<file path="src/rtl/dso_pkg.sv">
// Shared types and constants for the channel dump sequencer and its EEPROM reader.
package dso_pkg;
  localparam int          DEPTH   = 512;
  localparam int          ADDR_W  = 9;
  localparam logic [2:0]  EEP_SS  = 3'b100;
  localparam logic [1:0]  EEP_RD  = 2'b00;
  localparam logic [1:0]  CH_RSVD = 2'b11;

  typedef enum logic [2:0] {
    IDLE, OFF_A, OFF_B, GAIN_A, GAIN_B, RD, RD_LAT, TX
  } dump_state_t;

  typedef enum logic [1:0] {
    EEP_IDLE, EEP_CMD, EEP_DATA
  } eep_state_t;

  // Read command word: opcode, 6-bit calibration address, don't-care data byte.
  function automatic logic [15:0] eep_cmd(input logic [5:0] addr);
    return {EEP_RD, addr, 8'h00};
  endfunction
endpackage

</file>
<file path="src/rtl/dump_sequencer_if.sv">
// Command, SPI, RAM and UART-response signals seen by the dump sequencer.
interface dump_sequencer_if;
  import dso_pkg::*;
  logic              dump;
  logic [1:0]        dump_ch;
  logic [2:0]        ch1_AFEgain;
  logic [2:0]        ch2_AFEgain;
  logic [2:0]        ch3_AFEgain;
  logic [ADDR_W-1:0] trig_addr;
  logic              SPI_done;
  logic              resp_sent;
  logic              wrt_SPI;
  logic [2:0]        ss;
  logic [15:0]       SPI_data;
  logic              flopOffset;
  logic              flopGain;
  logic [ADDR_W-1:0] ram_addr;
  logic              ram_en;
  logic              send_resp;
  logic              dump_busy;
  logic              dump_err;

  modport master (
    input  dump, dump_ch, ch1_AFEgain, ch2_AFEgain, ch3_AFEgain, trig_addr,
           SPI_done, resp_sent,
    output wrt_SPI, ss, SPI_data, flopOffset, flopGain, ram_addr, ram_en,
           send_resp, dump_busy, dump_err
  );

  modport slave (
    output dump, dump_ch, ch1_AFEgain, ch2_AFEgain, ch3_AFEgain, trig_addr,
           SPI_done, resp_sent,
    input  wrt_SPI, ss, SPI_data, flopOffset, flopGain, ram_addr, ram_en,
           send_resp, dump_busy, dump_err
  );
endinterface

</file>
<file path="src/rtl/eep_cal_read.sv">
// Two-transaction calibration EEPROM read: address word, then a dummy word whose
// completion marks EEP_data valid.
module eep_cal_read
  import dso_pkg::*;
(
  input  logic        clk,
  input  logic        rst_n,
  input  logic        start,
  input  logic [5:0]  addr,
  input  logic        SPI_done,
  output logic        wrt_SPI,
  output logic [15:0] SPI_data,
  output logic        data_vld
);
  eep_state_t  st_q, st_d;
  logic        wrt_q, wrt_d;
  logic [15:0] data_q, data_d;

  always_comb begin
    st_d     = st_q;
    wrt_d    = 1'b0;
    data_d   = data_q;
    data_vld = 1'b0;
    case (st_q)
      EEP_CMD: if (SPI_done) begin
        wrt_d  = 1'b1;
        data_d = 16'h0000;
        st_d   = EEP_DATA;
      end
      EEP_DATA: if (SPI_done) begin
        data_vld = 1'b1;
        st_d     = EEP_IDLE;
      end
      default: ;
    endcase
    // A new read may launch in the same cycle the previous one completes.
    if (start && (st_d == EEP_IDLE)) begin
      wrt_d  = 1'b1;
      data_d = eep_cmd(addr);
      st_d   = EEP_CMD;
    end
  end

  always_ff @(posedge clk or negedge rst_n) begin
    if (!rst_n) begin
      st_q   <= EEP_IDLE;
      wrt_q  <= 1'b0;
      data_q <= 16'h0000;
    end else begin
      st_q   <= st_d;
      wrt_q  <= wrt_d;
      data_q <= data_d;
    end
  end

  assign wrt_SPI  = wrt_q;
  assign SPI_data = data_q;
endmodule

</file>
<file path="src/rtl/dump_sequencer.sv">
// Channel dump sequencer: fetches offset/gain calibration from the EEPROM, then
// streams the capture RAM circularly from the oldest sample, one byte per handshake.
module dump_sequencer
  import dso_pkg::*;
(
  input  logic             clk,
  input  logic             rst_n,
  dump_sequencer_if.master bus
);
  localparam int CNT_W = ADDR_W + 1;

  dump_state_t       state_q, state_d;
  logic [1:0]        ch_q, ch_d;
  logic [2:0]        gain_q, gain_d;
  logic [ADDR_W-1:0] trig_q, trig_d;
  logic [ADDR_W-1:0] ram_addr_q, ram_addr_d;
  logic [CNT_W-1:0]  cnt_q, cnt_d;
  logic              ram_en_q, ram_en_d;
  logic              send_resp_q, send_resp_d;
  logic              dump_busy_q, dump_busy_d;
  logic              dump_err_q, dump_err_d;
  logic [2:0]        ss_q, ss_d;
  logic [2:0]        sel_gain;
  logic              eep_start, eep_vld, eep_wrt;
  logic [5:0]        eep_addr;
  logic [15:0]       eep_data;
  logic              flop_off, flop_gain;

  always_comb begin
    case (bus.dump_ch)
      2'b00:   sel_gain = bus.ch1_AFEgain;
      2'b01:   sel_gain = bus.ch2_AFEgain;
      default: sel_gain = bus.ch3_AFEgain;
    endcase
  end

  always_comb begin
    state_d    = state_q;
    ch_d       = ch_q;
    gain_d     = gain_q;
    trig_d     = trig_q;
    cnt_d      = cnt_q;
    dump_err_d = 1'b0;
    eep_start  = 1'b0;
    eep_addr   = {ch_q, gain_q, 1'b1};
    flop_off   = 1'b0;
    flop_gain  = 1'b0;
    case (state_q)
      IDLE: if (bus.dump) begin
        if (bus.dump_ch == CH_RSVD) begin
          dump_err_d = 1'b1;
        end else begin
          ch_d      = bus.dump_ch;
          gain_d    = sel_gain;
          trig_d    = bus.trig_addr;
          eep_start = 1'b1;
          eep_addr  = {bus.dump_ch, sel_gain, 1'b0};
          state_d   = OFF_A;
        end
      end
      OFF_A:  if (bus.SPI_done) state_d = OFF_B;
      OFF_B: if (eep_vld) begin
        flop_off  = 1'b1;
        eep_start = 1'b1;
        state_d   = GAIN_A;
      end
      GAIN_A: if (bus.SPI_done) state_d = GAIN_B;
      GAIN_B: if (eep_vld) begin
        flop_gain = 1'b1;
        cnt_d     = '0;
        state_d   = RD;
      end
      RD:     state_d = RD_LAT;
      RD_LAT: state_d = TX;
      TX: if (bus.resp_sent) begin
        if (cnt_q == CNT_W'(DEPTH - 1)) begin
          state_d = IDLE;
        end else begin
          cnt_d   = cnt_q + 1'b1;
          state_d = RD;
        end
      end
      default: state_d = IDLE;
    endcase

    // Outputs are registered from the next state so they line up with it.
    ram_en_d    = (state_d == RD);
    ram_addr_d  = ram_en_d ? trig_d + cnt_d[ADDR_W-1:0] : ram_addr_q;
    send_resp_d = (state_q == RD_LAT);
    dump_busy_d = (state_d != IDLE);
    ss_d        = (state_d inside {OFF_A, OFF_B, GAIN_A, GAIN_B}) ? EEP_SS : 3'b000;
  end

  always_ff @(posedge clk or negedge rst_n) begin
    if (!rst_n) begin
      state_q     <= IDLE;
      ch_q        <= 2'b00;
      gain_q      <= 3'b000;
      trig_q      <= '0;
      cnt_q       <= '0;
      ram_addr_q  <= '0;
      ram_en_q    <= 1'b0;
      send_resp_q <= 1'b0;
      dump_busy_q <= 1'b0;
      dump_err_q  <= 1'b0;
      ss_q        <= 3'b000;
    end else begin
      state_q     <= state_d;
      ch_q        <= ch_d;
      gain_q      <= gain_d;
      trig_q      <= trig_d;
      cnt_q       <= cnt_d;
      ram_addr_q  <= ram_addr_d;
      ram_en_q    <= ram_en_d;
      send_resp_q <= send_resp_d;
      dump_busy_q <= dump_busy_d;
      dump_err_q  <= dump_err_d;
      ss_q        <= ss_d;
    end
  end

  eep_cal_read u_eep (
    .clk      (clk),
    .rst_n    (rst_n),
    .start    (eep_start),
    .addr     (eep_addr),
    .SPI_done (bus.SPI_done),
    .wrt_SPI  (eep_wrt),
    .SPI_data (eep_data),
    .data_vld (eep_vld)
  );

  // Calibration strobes coincide with the final SPI_done, while EEP_data is valid.
  assign bus.flopOffset = flop_off;
  assign bus.flopGain   = flop_gain;
  assign bus.wrt_SPI    = eep_wrt;
  assign bus.SPI_data   = eep_data;
  assign bus.ss         = ss_q;
  assign bus.ram_addr   = ram_addr_q;
  assign bus.ram_en     = ram_en_q;
  assign bus.send_resp  = send_resp_q;
  assign bus.dump_busy  = dump_busy_q;
  assign bus.dump_err   = dump_err_q;
endmodule
</file>
<file path="src/flat_wrapper.sv">
// flat-port wrapper written by rule: the top's interface ports become plain ports
module dump_sequencer_flat import dso_pkg::*;
  (clk, rst_n, bus_dump, bus_dump_ch, bus_ch1_AFEgain, bus_ch2_AFEgain, bus_ch3_AFEgain, bus_trig_addr, bus_SPI_done, bus_resp_sent, bus_wrt_SPI, bus_ss, bus_SPI_data, bus_flopOffset, bus_flopGain, bus_ram_addr, bus_ram_en, bus_send_resp, bus_dump_busy, bus_dump_err);
  dump_sequencer_if bus_i ();
  input  logic clk;
  input  logic rst_n;
  input wire logic [$bits(bus_i.dump)-1:0] bus_dump;
  input wire logic [$bits(bus_i.dump_ch)-1:0] bus_dump_ch;
  input wire logic [$bits(bus_i.ch1_AFEgain)-1:0] bus_ch1_AFEgain;
  input wire logic [$bits(bus_i.ch2_AFEgain)-1:0] bus_ch2_AFEgain;
  input wire logic [$bits(bus_i.ch3_AFEgain)-1:0] bus_ch3_AFEgain;
  input wire logic [$bits(bus_i.trig_addr)-1:0] bus_trig_addr;
  input wire logic [$bits(bus_i.SPI_done)-1:0] bus_SPI_done;
  input wire logic [$bits(bus_i.resp_sent)-1:0] bus_resp_sent;
  output wire logic [$bits(bus_i.wrt_SPI)-1:0] bus_wrt_SPI;
  output wire logic [$bits(bus_i.ss)-1:0] bus_ss;
  output wire logic [$bits(bus_i.SPI_data)-1:0] bus_SPI_data;
  output wire logic [$bits(bus_i.flopOffset)-1:0] bus_flopOffset;
  output wire logic [$bits(bus_i.flopGain)-1:0] bus_flopGain;
  output wire logic [$bits(bus_i.ram_addr)-1:0] bus_ram_addr;
  output wire logic [$bits(bus_i.ram_en)-1:0] bus_ram_en;
  output wire logic [$bits(bus_i.send_resp)-1:0] bus_send_resp;
  output wire logic [$bits(bus_i.dump_busy)-1:0] bus_dump_busy;
  output wire logic [$bits(bus_i.dump_err)-1:0] bus_dump_err;
  assign bus_i.dump = bus_dump;
  assign bus_i.dump_ch = bus_dump_ch;
  assign bus_i.ch1_AFEgain = bus_ch1_AFEgain;
  assign bus_i.ch2_AFEgain = bus_ch2_AFEgain;
  assign bus_i.ch3_AFEgain = bus_ch3_AFEgain;
  assign bus_i.trig_addr = bus_trig_addr;
  assign bus_i.SPI_done = bus_SPI_done;
  assign bus_i.resp_sent = bus_resp_sent;
  assign bus_wrt_SPI = bus_i.wrt_SPI;
  assign bus_ss = bus_i.ss;
  assign bus_SPI_data = bus_i.SPI_data;
  assign bus_flopOffset = bus_i.flopOffset;
  assign bus_flopGain = bus_i.flopGain;
  assign bus_ram_addr = bus_i.ram_addr;
  assign bus_ram_en = bus_i.ram_en;
  assign bus_send_resp = bus_i.send_resp;
  assign bus_dump_busy = bus_i.dump_busy;
  assign bus_dump_err = bus_i.dump_err;
  dump_sequencer u_core (.clk(clk), .rst_n(rst_n), .bus(bus_i));
endmodule
</file>
<file path="config.mk">
export PLATFORM = sky130hd
export DESIGN_NAME = dump_sequencer_flat
export DESIGN_NICKNAME = d
export VERILOG_FILES = /design/src/rtl/dso_pkg.sv /design/src/rtl/dump_sequencer_if.sv /design/src/rtl/eep_cal_read.sv /design/src/rtl/dump_sequencer.sv /design/src/flat_wrapper.sv
export SDC_FILE = /design/constraint.sdc
export NUM_CORES = 1
export LEC_CHECK = 0
export CAP_MARGIN = 15
export CORE_MARGIN = 2
export CORE_UTILIZATION = 52
export CTS_BUF_LIST = sky130_fd_sc_hd__clkbuf_2 sky130_fd_sc_hd__clkbuf_4 sky130_fd_sc_hd__clkbuf_8
export DETAILED_ROUTE_END_ITERATION = 12
export HOLD_SLACK_MARGIN = 0.02
export PLACE_DENSITY = 0.85
export SYNTH_ARGS = -nofsm -noshare
export SYNTH_HDL_FRONTEND = slang
export SYNTH_SLANG_ARGS = --single-unit
</file>
<file path="constraint.sdc">
create_clock -name clk -period 4.35 [get_ports clk]
set_input_delay 0.6525 -clock clk [delete_from_list [all_inputs] [get_ports clk]]
set_output_delay 0.6525 -clock clk [all_outputs]
set_load 0.02 [all_outputs]
</file>
==> run summary <==
Status: finished clean
Syn-to-layout area delta: 22.6%
Initial Utilization: 54.8%
Multiplexer share of the synthesized area: 4.17%
Simple-Gate Fraction of Synth Area: 19.6%
Post-route DRC: 0
Core area: 4820 um^2
Max Slew Vio Count: 0
Warnings from Yosys: 0
CTS sink count: 50
XOR/XNOR Fraction of Synth Area: 2.56%
Synth Area in Compound Gates: 13.8%
Post-Synth Adder-Cell Area: 5.98%
Hpwl dp: 3930 um
Number of synthesized flops with an enable pin: 0
DR vias/cell: 5.32
Max Freq: 274 MHz
# hold bufs at CTS: 0
Max-slew headroom: 47.5%
Final Hold Vio Count: 0
Area contributors post-synth: dfrtp_1, nand2_1, ha_1, o21ai_0, buf_4
Syn avg cell area: 9.73 um^2
Die outline height: 75.2 um
Synth unique cells: 50
Synth top area share: 47.4%
Endpoint class of the critical path: flip-flop
Part of the Yosys area used for sequential elements: 47.4%
IR drop worst, VDD: 0.363 mV
Final-stage net count: 355
Multi-input logic area: 1260 um^2
Initial DRC Count: 96
Slew at the pin closest to its max-slew limit: 0.784 ns
Ys flop type: dfrtp_1
Post-layout min period: 3.65 ns
Vias in the first global route: 1902
Grt ovf: 0
TritonCTS clock tree: done
Post-placement cell count: 377
Rows: 25
CP Max Fanout: 11
Avg WL per Cell: 14.1 um
PD cells: 593 nW/um^2
Die Area: 5660 um^2
Synth Cell Area: 2640 um^2
WP data required: 4.53 ns
Die X: 75.2 um
Final wirelength: 5440 um
Register area: 1250 um^2
CTS Buffer Depth: 2
Worst setup SP type: primary input
Most frequent cell after synthesis: dfrtp_1
Leading area contributor after synthesis: dfrtp_1
Fillers: 399
I/O pin cnt: 60
ANT nets after route: 0
First drt pass iteration count: 4
Worst-skew pair later-pin latency: 0.31 ns
Final cell count without fillers: 386
Post-CTS setup buffers: 0
PostCTS Resize Cnt: 0
Global-route wire length before repair: 8740 um
Final period utilization: 83.9%
Setup Skew: 0.00876 ns
Max_cap viols: 0
Clock transition at the registers of the reported paths: 0.09 ns
Gr usage total: 20.5%
Vias: 2053
H-tree depth: 2
Ant diodes: 0
Clock buffer count from CTS: 5
Largest family of logic cells by synthesized area: simple AND/OR/NAND/NOR gates
Hold Crit Class: primary input to async pin
RSZ-0062 raised after global routing: no
Final Setup Violations: 0
Ys async rst share: 100%
Initial antenna violation count: 0
Layout cells sized above 1: 9.09%
Largest net degree at the start of global routing: 51
Kind of critical path: primary input to flip-flop
Synth Register Bits: 50
Gate Count Post-Synth: 271
Synth cell count leaders: dfrtp_1, nand2_1, nor2_1, o21ai_0, buf_4
PortBufs: 47
Worst Path Arrival: 3.83 ns
Setup TNS: 0 ns
Leakage: 1.52 nW
Routability-driven placement congestion ratio: 0.888
Overall power: 0.00192 W
Root Buffer: clkbuf_8
==> cell families (layout without fill, tap and decap cells) <==
| logic type | after synthesis | count (layout) |
|---|---|---|
| DFF | 50 | 50 |
| xor gates and xnor gates | 6 | 6 |
| buffers and inverters | 31 | 68 |
| adders and majority gates | 12 | 12 |
| other | 1 | 12 |
| AOI/OAI and AO/OA | 58 | 58 |
| and+or+nand+nor | 103 | 103 |
| muxes | 10 | 10 |
==> critical path, stage by stage <==
cell,delay (ns)
clkdlybuf4s50_1,0.53
nand2_2,0.13
or4b_1,0.15
clkinv_2,0.08
nor2_1,0.53
mux2_2,0.30
ha_1,0.19
inv_1,0.06
fa_1,0.39
nor2b_1,0.17
o31a_1,0.19
o21ai_0,0.11
a21boi_0,0.23
o31ai_1,0.10
==> state kept, by name, summed over array words and instances, names as in the netlist <==
name	cells
u_core.cnt_q	10
u_core.bus.ram_addr	9
u_core.trig_q	9
u_core.u_eep.SPI_data	6
u_core.gain_q	3
u_core.state_q	3
u_core.ch_q	2
u_core.u_eep.st_q	2
u_core.bus.dump_busy	1
u_core.bus.dump_err	1
u_core.bus.ram_en	1
u_core.bus.send_resp	1
u_core.bus.ss	1
u_core.u_eep.wrt_SPI	1
==> metal layers <==
metal | up-vias | part of all wire (%) | wire length (um) | global-route usage [%]
li1 | 1013 | - | - | -
met1 | 972 | 45 | 2440 | 27.3
met2 | 63 | 49 | 2660 | 33.9
met3 | 5 | 5.2 | 284 | 4.55
met4 | 0 | 0.83 | 45 | 5.85
met5 | - | 0 | 0 | 0
==> worst paths after layout <==
kind | start | end | slack, ns | depth (start not counted)
setup / recovery | bus_SPI_done | u_core.bus.ram_addr[6] | 0.70 | 14
hold / removal | rst_n | u_core.u_eep.SPI_data[12] | 0.21 | 1
setup reg to reg | u_core.cnt_q[0] | u_core.bus.ram_addr[6] | 0.84 | 14
hold reg to reg | u_core.trig_q[6] | u_core.trig_q[6] | 0.49 | 2
max in group asynchronous | rst_n | u_core.trig_q[3] | 3.65 | 2
min in group clk | u_core.trig_q[6] | u_core.trig_q[6] | 0.49 | 2
==> cells in the final DEF, fill, tap and decap left out, types with 4 or more instances in the layout <==
| master | Yosys | routed |
|---|---|---|
| dfrtp_1 | 50 | 50 |
| clkdlybuf4s50_1 | 0 | 46 |
| nand2_1 | 42 | 42 |
| nor2_1 | 22 | 22 |
| o21ai_0 | 20 | 20 |
| conb_1 | 1 | 12 |
| nand3_1 | 11 | 11 |
| a21oi_1 | 11 | 11 |
| ha_1 | 11 | 11 |
| inv_1 | 7 | 7 |
| clkbuf_8 | 0 | 6 |
| mux2i_1 | 5 | 5 |
| nand4_1 | 5 | 5 |
| o31ai_1 | 5 | 5 |
| xor2_1 | 5 | 5 |
| and3_1 | 4 | 4 |
| mux2_2 | 4 | 4 |
| and2_1 | 4 | 4 |
==> power by group <==
part / switching (W) / internal, W / leakage (nW)
clock network: 0.000151 / 0.000128 / 0.0472
logic: 0.000477 / 0.000412 / 0.841
registers: 0.000112 / 0.000639 / 0.631
total: 0.000739 / 0.00118 / 1.52
==> cell type report <==
| cell class | count | area share [%] |
|---|---|---|
| multi-input combinational | 201 | 39.0 |
| sequential | 50 | 38.7 |
| timing repair buffer | 51 | 15.7 |
| tap | 67 | 2.59 |
| clock buffer | 6 | 2.55 |
| inverter | 9 | 1.08 |
| clock inverter | 2 | 0.387 |
==> through the flow <==
stage / area, um^2 / worst slack [ns] / hold slack, ns / util (%)
final: 3230 / 0.700 / 0.213 / 67.1
after global routing: 3230 / 0.496 / 0.211 / 67.1
after CTS: 3210 / 0.725 / 0.487 / 66.7
after detailed placement: 3120 / 0.385 / 0.466 / 64.8
after global placement: 3120 / 0.501 / 0.462 / 64.8
after floorplan: 2680 / 1.05 / 0.357 / -
Power figures use the tool's default switching activity.
